File: src/rtl/alu_if.sv
// Operand/result bundle between the execute-stage controller and the ALU.
// The controller drives the operands; the ALU returns the result and flags.
interface alu_if;
  logic [15:0] Ain;
  logic [15:0] Bin;
  logic [1:0]  ALUop;
  logic        loads;
  logic [15:0] out;
  logic        Z;
  logic [3:0]  status;

  modport master (
    output Ain, Bin, ALUop, loads,
    input  out, Z, status
  );

  modport slave (
    input  Ain, Bin, ALUop, loads,
    output out, Z, status
  );
endinterface

File: src/rtl/alu.sv
// 16-bit add/sub/and/not-b ALU with a combinational zero flag and a
// clocked {Z,N,V,C} status register loaded on demand.
module alu (
  input logic  clk,
  input logic  reset,
  alu_if.slave bus
);

  logic [15:0] b_eff;
  logic [16:0] sum;
  logic [15:0] res;
  logic        is_arith;
  logic        flag_z;
  logic        flag_n;
  logic        flag_v;
  logic        flag_c;

  // Subtract shares the adder: Ain + ~Bin + 1, so sum[16] is the no-borrow bit.
  always_comb begin
    b_eff = bus.ALUop[0] ? ~bus.Bin : bus.Bin;
    sum   = {1'b0, bus.Ain} + {1'b0, b_eff} + {16'h0000, bus.ALUop[0]};
  end

  always_comb begin
    res      = 'x;
    is_arith = 1'b0;
    case (bus.ALUop)
      2'b00: begin
        res      = sum[15:0];
        is_arith = 1'b1;
      end
      2'b01: begin
        res      = sum[15:0];
        is_arith = 1'b1;
      end
      2'b10:   res = bus.Ain & bus.Bin;
      2'b11:   res = ~bus.Bin;
      default: res = 'x;
    endcase
  end

  always_comb begin
    flag_z = (res == 16'h0000);
    flag_n = res[15];
    flag_v = is_arith & (bus.Ain[15] == b_eff[15]) & (res[15] != bus.Ain[15]);
    flag_c = is_arith & sum[16];
  end

  always_ff @(posedge clk) begin
    if (reset) begin
      bus.status <= 4'b0000;
    end else if (bus.loads) begin
      bus.status <= {flag_z, flag_n, flag_v, flag_c};
    end
  end

  assign bus.out = res;
  assign bus.Z   = flag_z;

endmodule

File: src/flat_wrapper.sv
// flat-port wrapper written by rule: the top's interface ports become plain ports
module alu_flat 
  (clk, reset, bus_Ain, bus_Bin, bus_ALUop, bus_loads, bus_out, bus_Z, bus_status);
  alu_if bus_i ();
  input logic clk;
  input logic reset;
  input wire logic [$bits(bus_i.Ain)-1:0] bus_Ain;
  input wire logic [$bits(bus_i.Bin)-1:0] bus_Bin;
  input wire logic [$bits(bus_i.ALUop)-1:0] bus_ALUop;
  input wire logic [$bits(bus_i.loads)-1:0] bus_loads;
  output wire logic [$bits(bus_i.out)-1:0] bus_out;
  output wire logic [$bits(bus_i.Z)-1:0] bus_Z;
  output wire logic [$bits(bus_i.status)-1:0] bus_status;
  assign bus_i.Ain = bus_Ain;
  assign bus_i.Bin = bus_Bin;
  assign bus_i.ALUop = bus_ALUop;
  assign bus_i.loads = bus_loads;
  assign bus_out = bus_i.out;
  assign bus_Z = bus_i.Z;
  assign bus_status = bus_i.status;
  alu u_core (.clk(clk), .reset(reset), .bus(bus_i));
endmodule
File: config.mk
export PLATFORM = sky130hd
export DESIGN_NAME = alu_flat
export DESIGN_NICKNAME = d
export VERILOG_FILES = /design/src/rtl/alu_if.sv /design/src/rtl/alu.sv /design/src/flat_wrapper.sv
export SDC_FILE = /design/constraint.sdc
export NUM_CORES = 1
export LEC_CHECK = 0
export BUFFER_PORTS_ARGS = -buffer_cell sky130_fd_sc_hd__buf_4
export CAP_MARGIN = 20
export CORE_ASPECT_RATIO = 0.6
export CORE_UTILIZATION = 47
export CTS_CLUSTER_DIAMETER = 80
export DETAILED_ROUTE_END_ITERATION = 16
export PLACE_DENSITY = 0.78
export SLEW_MARGIN = 20
export SYNTH_ARGS = -nofsm -noshare
export SYNTH_HDL_FRONTEND = slang
export SYNTH_SLANG_ARGS = --single-unit
File: constraint.sdc
create_clock -name clk -period 4.7 [get_ports clk]
set_clock_uncertainty 0.05 [all_clocks]
set_input_delay 0.94 -clock clk [delete_from_list [all_inputs] [get_ports clk]]
set_output_delay 0.94 -clock clk [all_outputs]
set_load 0.01 [all_outputs]
# --- Word level (Yosys, flattened, before mapping) ---
# Cells that the tools add are included.
classes:
  addsub: 2
  eq_ne: 5
  n_mux: 3
  bitwise_logic: 5
  n_reduce_logical: 3
ops:
  columns: ["op", "count"]
  rows:
  - ["$pmux W16 S3", 1]
  - ["$add A16 B16 Y17", 1]
  - ["$add A17 B1 Y17", 1]
  - ["$and A16 B16 Y16", 1]
  - ["$logic_not A16 Y1", 1]
  - ["$mux W16", 1]
  - ["$not A16 Y16", 1]
  - ["$eq A2 B2 Y1 const B", 2]
  - ["$and A1 B1 Y1", 3]
  - ["$eq A2 B1 Y1 const B", 1]
  - ["$logic_not A2 Y1", 1]
  - ["$reduce_or A2 Y1", 1]
  - ["$eq A1 B1 Y1", 1]
  - ["$mux W1", 1]
  - ["$ne A1 B1 Y1", 1]
totals:
  ff_bits: 4
  inputBits: 37
  output_inout_bits: 21
  word_cells: 19

# --- Depth between registers and ports, before layout ---
# Gate-level depths: netlist of run 1.
depth:
  ltp_word: 7
  mapped_depth: 13
  ltp_nobuf: 10

# --- Worst setup path after synthesis of run 1 ---
# No wires, ideal clock.
synth_timing:
  path_type: "in2out"
  start: "in bus_ALUop[0]"
  end: "out bus_Z"
  arrival_ns: 4.038
  t_required_ns: 3.710
  slack_ns: -0.328
  path_stages: 13
  n_path_buf: 4
  path_cell_list: "buf_6 > clkbuf_1 > clkbuf_1 > xor2_1 > ha_1 > clkbuf_1 > and3_1 > o21ai_0 > a21oi_1 > o31a_1 > a311oi_1 > nand4_1 > nor3_1"
synth_between:
  elab_chain_len: 5
  elab_cells_between_ends: 10
  cone_classes: "add/sub: 2; eq/ne: 3; mux: 2; reduce/logical: 3"
synth_rtl:
  columns: ["item", "line_no", "text"]
  rows:
  - ["start: declaration", "flat_wrapper.sv:9", "input wire logic [$bits(bus_i.ALUop)-1:0] bus_ALUop;"]
  - ["$mux W16", "alu.sv:20", "b_eff = bus.ALUop[0] ? ~bus.Bin : bus.Bin;"]
  - ["$add A16 B16 Y17", "alu.sv:21", "sum = {1'b0, bus.Ain} + {1'b0, b_eff} + {16'h0000, bus.ALUop[0]};"]
  - ["$add A17 B1 Y17", "alu.sv:21", null]
  - ["$pmux W16 S3 (*)", "alu.sv:27", "case (bus.ALUop)"]
  - ["$logic_not A16 Y1 (*)", "alu.sv:43", "flag_z = (res == 16'h0000);"]
  - ["end: declaration", "flat_wrapper.sv:12", "output wire logic [$bits(bus_i.Z)-1:0] bus_Z;"]
# Mark *: on every way between the ends. The rest lies on a longest branch, timed or not.

# --- Worst setup path after layout of run 1 ---
# Same ends and word-level chain as after synthesis.

==> out/summary.txt, run 1 <==
Die ar. - 4030 um2
Syn. warnings - 0
Final Max Slew Viols - 0
proportion of layout cells with a drive suffix above 1 - 25.2%
static leakage - 1.07 nW
post-synthesis sequential area ratio - 4.52%
Max IR drop VDD - 0.000179 V
Worst Path Required - 3.71 ns
path type of the worst min-delay path - reg -> reg
Core Area - 3420 um2
routed vias - 2132
clock sink count - 4
First DRT Iteration DRCs - 153
EDFF count, synth - 0
DRC - 0
I/O pin cnt - 58
simple-gate share of the synthesized area - 25.0%
CTS Buffer Depth - 2
crit end category - output pin
area delta synth->final - 29.9%
vias in the first global route - 1894
Overall Global Routing Usage - 28.9%
DR vias/cell - 6.07
CTS buffer count - 3
Synth Instances - 253
Clock Latency Late Sink - 0.23 ns
Mean Syn Cell Area - 7.01 um2
Pre-antenna DRT Iters - 5
XOR/XNOR Fraction of Synth Area - 10.4%
synthesized area - 1770 um2
filler cell count - 313
Synth Net Count - 307
setup repair bufs after CTS - 0
count of different cell masters after synthesis - 56
Top reg by flops - u_core.bus.status
fin crit share - 96.2%
Port Buffers - 57
# rows - 16
Slew HR - 48.8%
Clock transition at path regs - 0.03 ns
CTS H-tree lvls - 1
Inst Count DP - 348
largest family of logic cells by synthesized area - compound AO/OA/AOI/OAI gates
Multi-input gate area - 1580 um2
DP HPWL - 4460 um
total congestion overflow - 0
pin count of the biggest net entering global routing - 33
crit path kind - in -> out
root buf cell - clkbuf_8
mux cell area share after synthesis - 3.74%
RSZ-0062 raised after global routing - no
Antenna Cells - 0
pwr dens - 215 nW/um2
Initial Util - 51.8%
initial antenna violation count - 0
CP arrival - 3.53 ns
fmax - 221 MHz
Worst-Margin Slew - 0.759 ns
Final Hold Viols - 0
fin crit period - 4.52 ns
FFs w/ async S/R, synth - 0%
Placer Congestion - 0.959
first-pass GRT wire length - 8970 um
Worst Path Max Fanout - 23
Final Setup Violations - 0
DIE WIDTH - 81.3 um
final setup TNS - 0 ns
Sequential Area - 80.1 um2
status - finished clean
Post-Synth Adder-Cell Area - 12.4%
Seq cells post-synth - 4
top flop regs - u_core.bus.status x4
maxcap violations - 0
number of flip-flops in the largest register - 4
die height - 49.6 um
DRT Wirelength - 5480 um
nets - 362
commonest non-fill, non-tap cells in the layout - 64 x buf_4, 21 x nand2_1, 20 x a21oi_1
top_reg_cell synth - dfxtp_1
CP Launch Type - input port
Routed WL per cell - 15.6 um
Synth Area in Compound Gates - 37.1%
Post-Layout Cell Count - 351
commonest non-fill, non-tap cell in the layout - buf_4
Routed Antenna Nets - 0
TritonCTS clock tree - yes
cells by family (layout without fill, tap and decap cells):
kind of cell    Yosys count  in the layout
compound gates           91             91
buf+inv                  30             83
fa+ha+maj                17             17
xor+xnor                 21             21
mux                       6              6
flops                     4              4
simple gates             84             84
synthesized netlist by cell type, drive strengths merged, types with 3 or more instances:
cell	instances	area, um2
nand2	21	78.8
nor2	11	41.3
o211a	4	40.0
o21ai	16	80.1
nand3	12	60.1
a21o	4	30.0
mux2i	4	43.8
ha	16	200
o211ai	9	67.6
nand2b	5	31.3
nor2b	3	18.8
a31oi	5	37.5
a311oi	3	26.3
inv	16	60.1
o2111ai	3	26.3
nand3b	3	22.5
dfxtp	4	80.1
o21a	5	37.5
buf	3	20.0
nand4	5	31.3
clkbuf	11	41.3
a211oi	5	37.5
a21oi	20	100
xor2	19	166
nor3	7	35.0
and3	4	25.0
stage by stage:
step | worst slack (ns) | total power [mW] | hold slack, ns | cell area [um2] | util (%)
3_5_place_dp | 0.198 | 0.409 | 0.428 | 2250 | 65.9
3_3_place_gp | 0.170 | 0.407 | 0.423 | 2250 | 65.9
5_1_grt | 0.0350 | 0.534 | 0.455 | 2300 | 67.3
2_1_floorplan | 0.0588 | 0.275 | 0.444 | 1780 | -
4_1_cts | 0.180 | 0.488 | 0.431 | 2300 | 67.1
6_report | 0.180 | 0.496 | 0.428 | 2300 | 67.3
worst max-delay path, stage by stage:
cell       delay [ns]
buf_4            0.27
buf_4            0.22
xor2_1           0.15
ha_1             0.36
a21oi_1          0.35
o21a_1           0.17
nor2_1           0.04
a311oi_1         0.28
a2bb2oi_1        0.20
nand2b_1         0.19
nor3_1           0.19
buf_4            0.17
final timing paths:
path	startpoint	endpoint	slack, ns	depth (start not counted)
hold / removal	u_core.bus.status[1]	u_core.bus.status[1]	0.43	2
setup / recovery	bus_ALUop[0]	bus_Z	0.18	12
hold reg to reg	u_core.bus.status[1]	u_core.bus.status[1]	0.43	2
setup reg to reg	u_core.bus.status[1]	u_core.bus.status[1]	3.96	2
repair_timing:
item / 4_1_cts / 5_1_grt
resized for setup: 0 / 2
hold endpoints to repair: 0 / 0
setup endpoints to repair: 0 / 1
hold buffers: 0 / 0
cell type report:
type                    instances  share of cell area (%)
flip-flops and latches          4                    3.48
multi-input cells             219                    68.8
repair buffers                 64                    20.9
inverters                      16                    2.61
well taps                      45                    2.45
clock buffers                   3                    1.79
report_power, final:
part	switching (mW)	internal (mW)	total, mW
registers	0.000914	0.0360	0.0369
clock network	0.0212	0.0549	0.0761
logic	0.212	0.171	0.383
per-layer routing:
layer	vias up	track usage, %	part of all wire, %
li1	1069	-	-
met4	0	4.76	0.38
met1	933	46.2	52
met2	127	36.8	35
met3	3	7.96	12
met5	-	0	0
(Power assumes the default switching activity.)
==> inputs of run 2 (changes only) <==
- CORE_ASPECT_RATIO: 0.6 -> default
==> out/summary.txt, run 2 (synthesis gave the netlist of run 1 again) <==
status - finished clean
R2R Setup Slk - 3.96 ns
setup repair bufs after CTS - 0
Setup WS pre-CTS - 0.106 ns
initial antenna violation count - 0
CTS H-tree lvls - 1
Clock transition at path regs - 0.03 ns
Reg-to-Reg End - u_core.bus.status[1]
area delta synth->final - 29.9%
fin crit share - 95.4%
DP HPWL - 4090 um
CTS buffer count - 3
# rows - 21
Final Hold Viols - 0
crit end category - output pin
routed vias - 2139
Final Setup Violations - 0
Max IR drop VDD - 0.0000923 V
Routed Antenna Nets - 0
Routed WL per cell - 14.8 um
CP Launch Type - input port
total congestion overflow - 0
Clock Latency Late Sink - 0.22 ns
Worst Path Required - 3.71 ns
hold depth - 2
path type of the worst min-delay path - reg -> reg
fmax - 223 MHz
DR vias/cell - 6.09
commonest non-fill, non-tap cell in the layout - buf_4
DRC - 0
RR Startpoint - u_core.bus.status[1]
crit path kind - in -> out
Hold Path Sink - u_core.bus.status[1]
nets - 361
pin count of the biggest net entering global routing - 33
static leakage - 1.07 nW
Slew HR - 59.5%
I/O pin cnt - 58
Worst Path Max Fanout - 28
DIE WIDTH - 63.4 um
number of flip-flops in the largest register - 4
Inst Count DP - 348
final worst slack - 0.217 ns
clock sink count - 4
First DRT Iteration DRCs - 128
Port Buffers - 57
maxcap violations - 0
die height - 63.4 um
Reg2Reg Depth - 2
DRT Wirelength - 5190 um
Placer Congestion - 0.905
Final Max Slew Viols - 0
Worst-Margin Slew - 0.600 ns
root buf cell - clkbuf_8
TritonCTS clock tree - yes
CTS Buffer Depth - 2
fin crit period - 4.48 ns
Hold-fix buffers, CTS - 0
Antenna Cells - 0
hold_sp - u_core.bus.status[1]
Pre-antenna DRT Iters - 5
top flop regs - u_core.bus.status x4
Top reg by flops - u_core.bus.status
CP arrival - 3.49 ns
RSZ-0062 raised after global routing - no
commonest non-fill, non-tap cells in the layout - 62 x buf_4, 21 x nand2_1, 20 x a21oi_1
first-pass GRT wire length - 8750 um
final hold slack - 0.426 ns
proportion of layout cells with a drive suffix above 1 - 24.9%
pwr dens - 210 nW/um2
Initial Util - 51.1%
Die ar. - 4020 um2
final setup TNS - 0 ns
vias in the first global route - 1959
Overall Global Routing Usage - 26.6%
Core Area - 3470 um2
Post-Layout Cell Count - 351
## run 2: cell types whose count changed in the layout (fill, tap and decap cells not counted)
cell     change
buf_4        -2
buf_8        +1
o21ai_0      +1
o21ai_1      -1
## run 2: final cells by class
type | count | area, um2
multi-input cells | 219 | 1580
fillers | 345 | 1160
repair buffers | 63 | 480
flip-flops and latches | 4 | 80.1
inverters | 16 | 60.1
well taps | 46 | 57.6
clock buffers | 3 | 41.3
## run 2: worst max-delay path by stage
stage                       from  endpoint  slack [ns]
finish              bus_ALUop[0]     bus_Z        0.22
global route        bus_ALUop[0]     bus_Z        0.02
CTS                 bus_ALUop[0]     bus_Z        0.09
detailed placement  bus_ALUop[0]     bus_Z        0.11
global placement    bus_ALUop[0]     bus_Z        0.18
floorplan           bus_ALUop[0]     bus_Z        0.06
## run 2: where the power goes
part / total (mW) / internal [mW] / switching [mW]
clock: 0.0720 / 0.0545 / 0.0174
combinational: 0.375 / 0.170 / 0.206
sequential: 0.0369 / 0.0360 / 0.000888
total: 0.484 / 0.260 / 0.224
## run 2: critical path, stage by stage
cell	delay, ns
buf_8	0.16
xor2_1	0.18
ha_1	0.35
a21o_1	0.25
a2111o_1	0.41
o21ai_0	0.32
a311oi_1	0.22
a21oi_1	0.16
nand4_1	0.11
nor3_1	0.22
buf_4	0.16
## run 2: timing repair
item,4_1_cts,5_1_grt
endpoints found under the hold margin,0,0
endpoints found under the setup margin,0,1
resized for setup,0,3
## run 2: routing by layer
metal / vias to the layer above / part of all wire (%) / GRT usage, %
met5: - / 0 / 0
met4: 0 / 0.62 / 5.68
met3: 6 / 6.2 / 2.17
met2: 85 / 45 / 43.2
met1: 975 / 48 / 37.7
li1: 1073 / - / -
## run 2: through the flow
stage | area (um2) | power, mW | utilization, %
final | 2300 | 0.484 | 66.4
after global routing | 2300 | 0.529 | 66.4
after CTS | 2290 | 0.479 | 66.0
after detailed placement | 2250 | 0.404 | 64.8
after global placement | 2250 | 0.402 | 64.8
after floorplan | 1780 | 0.275 | -
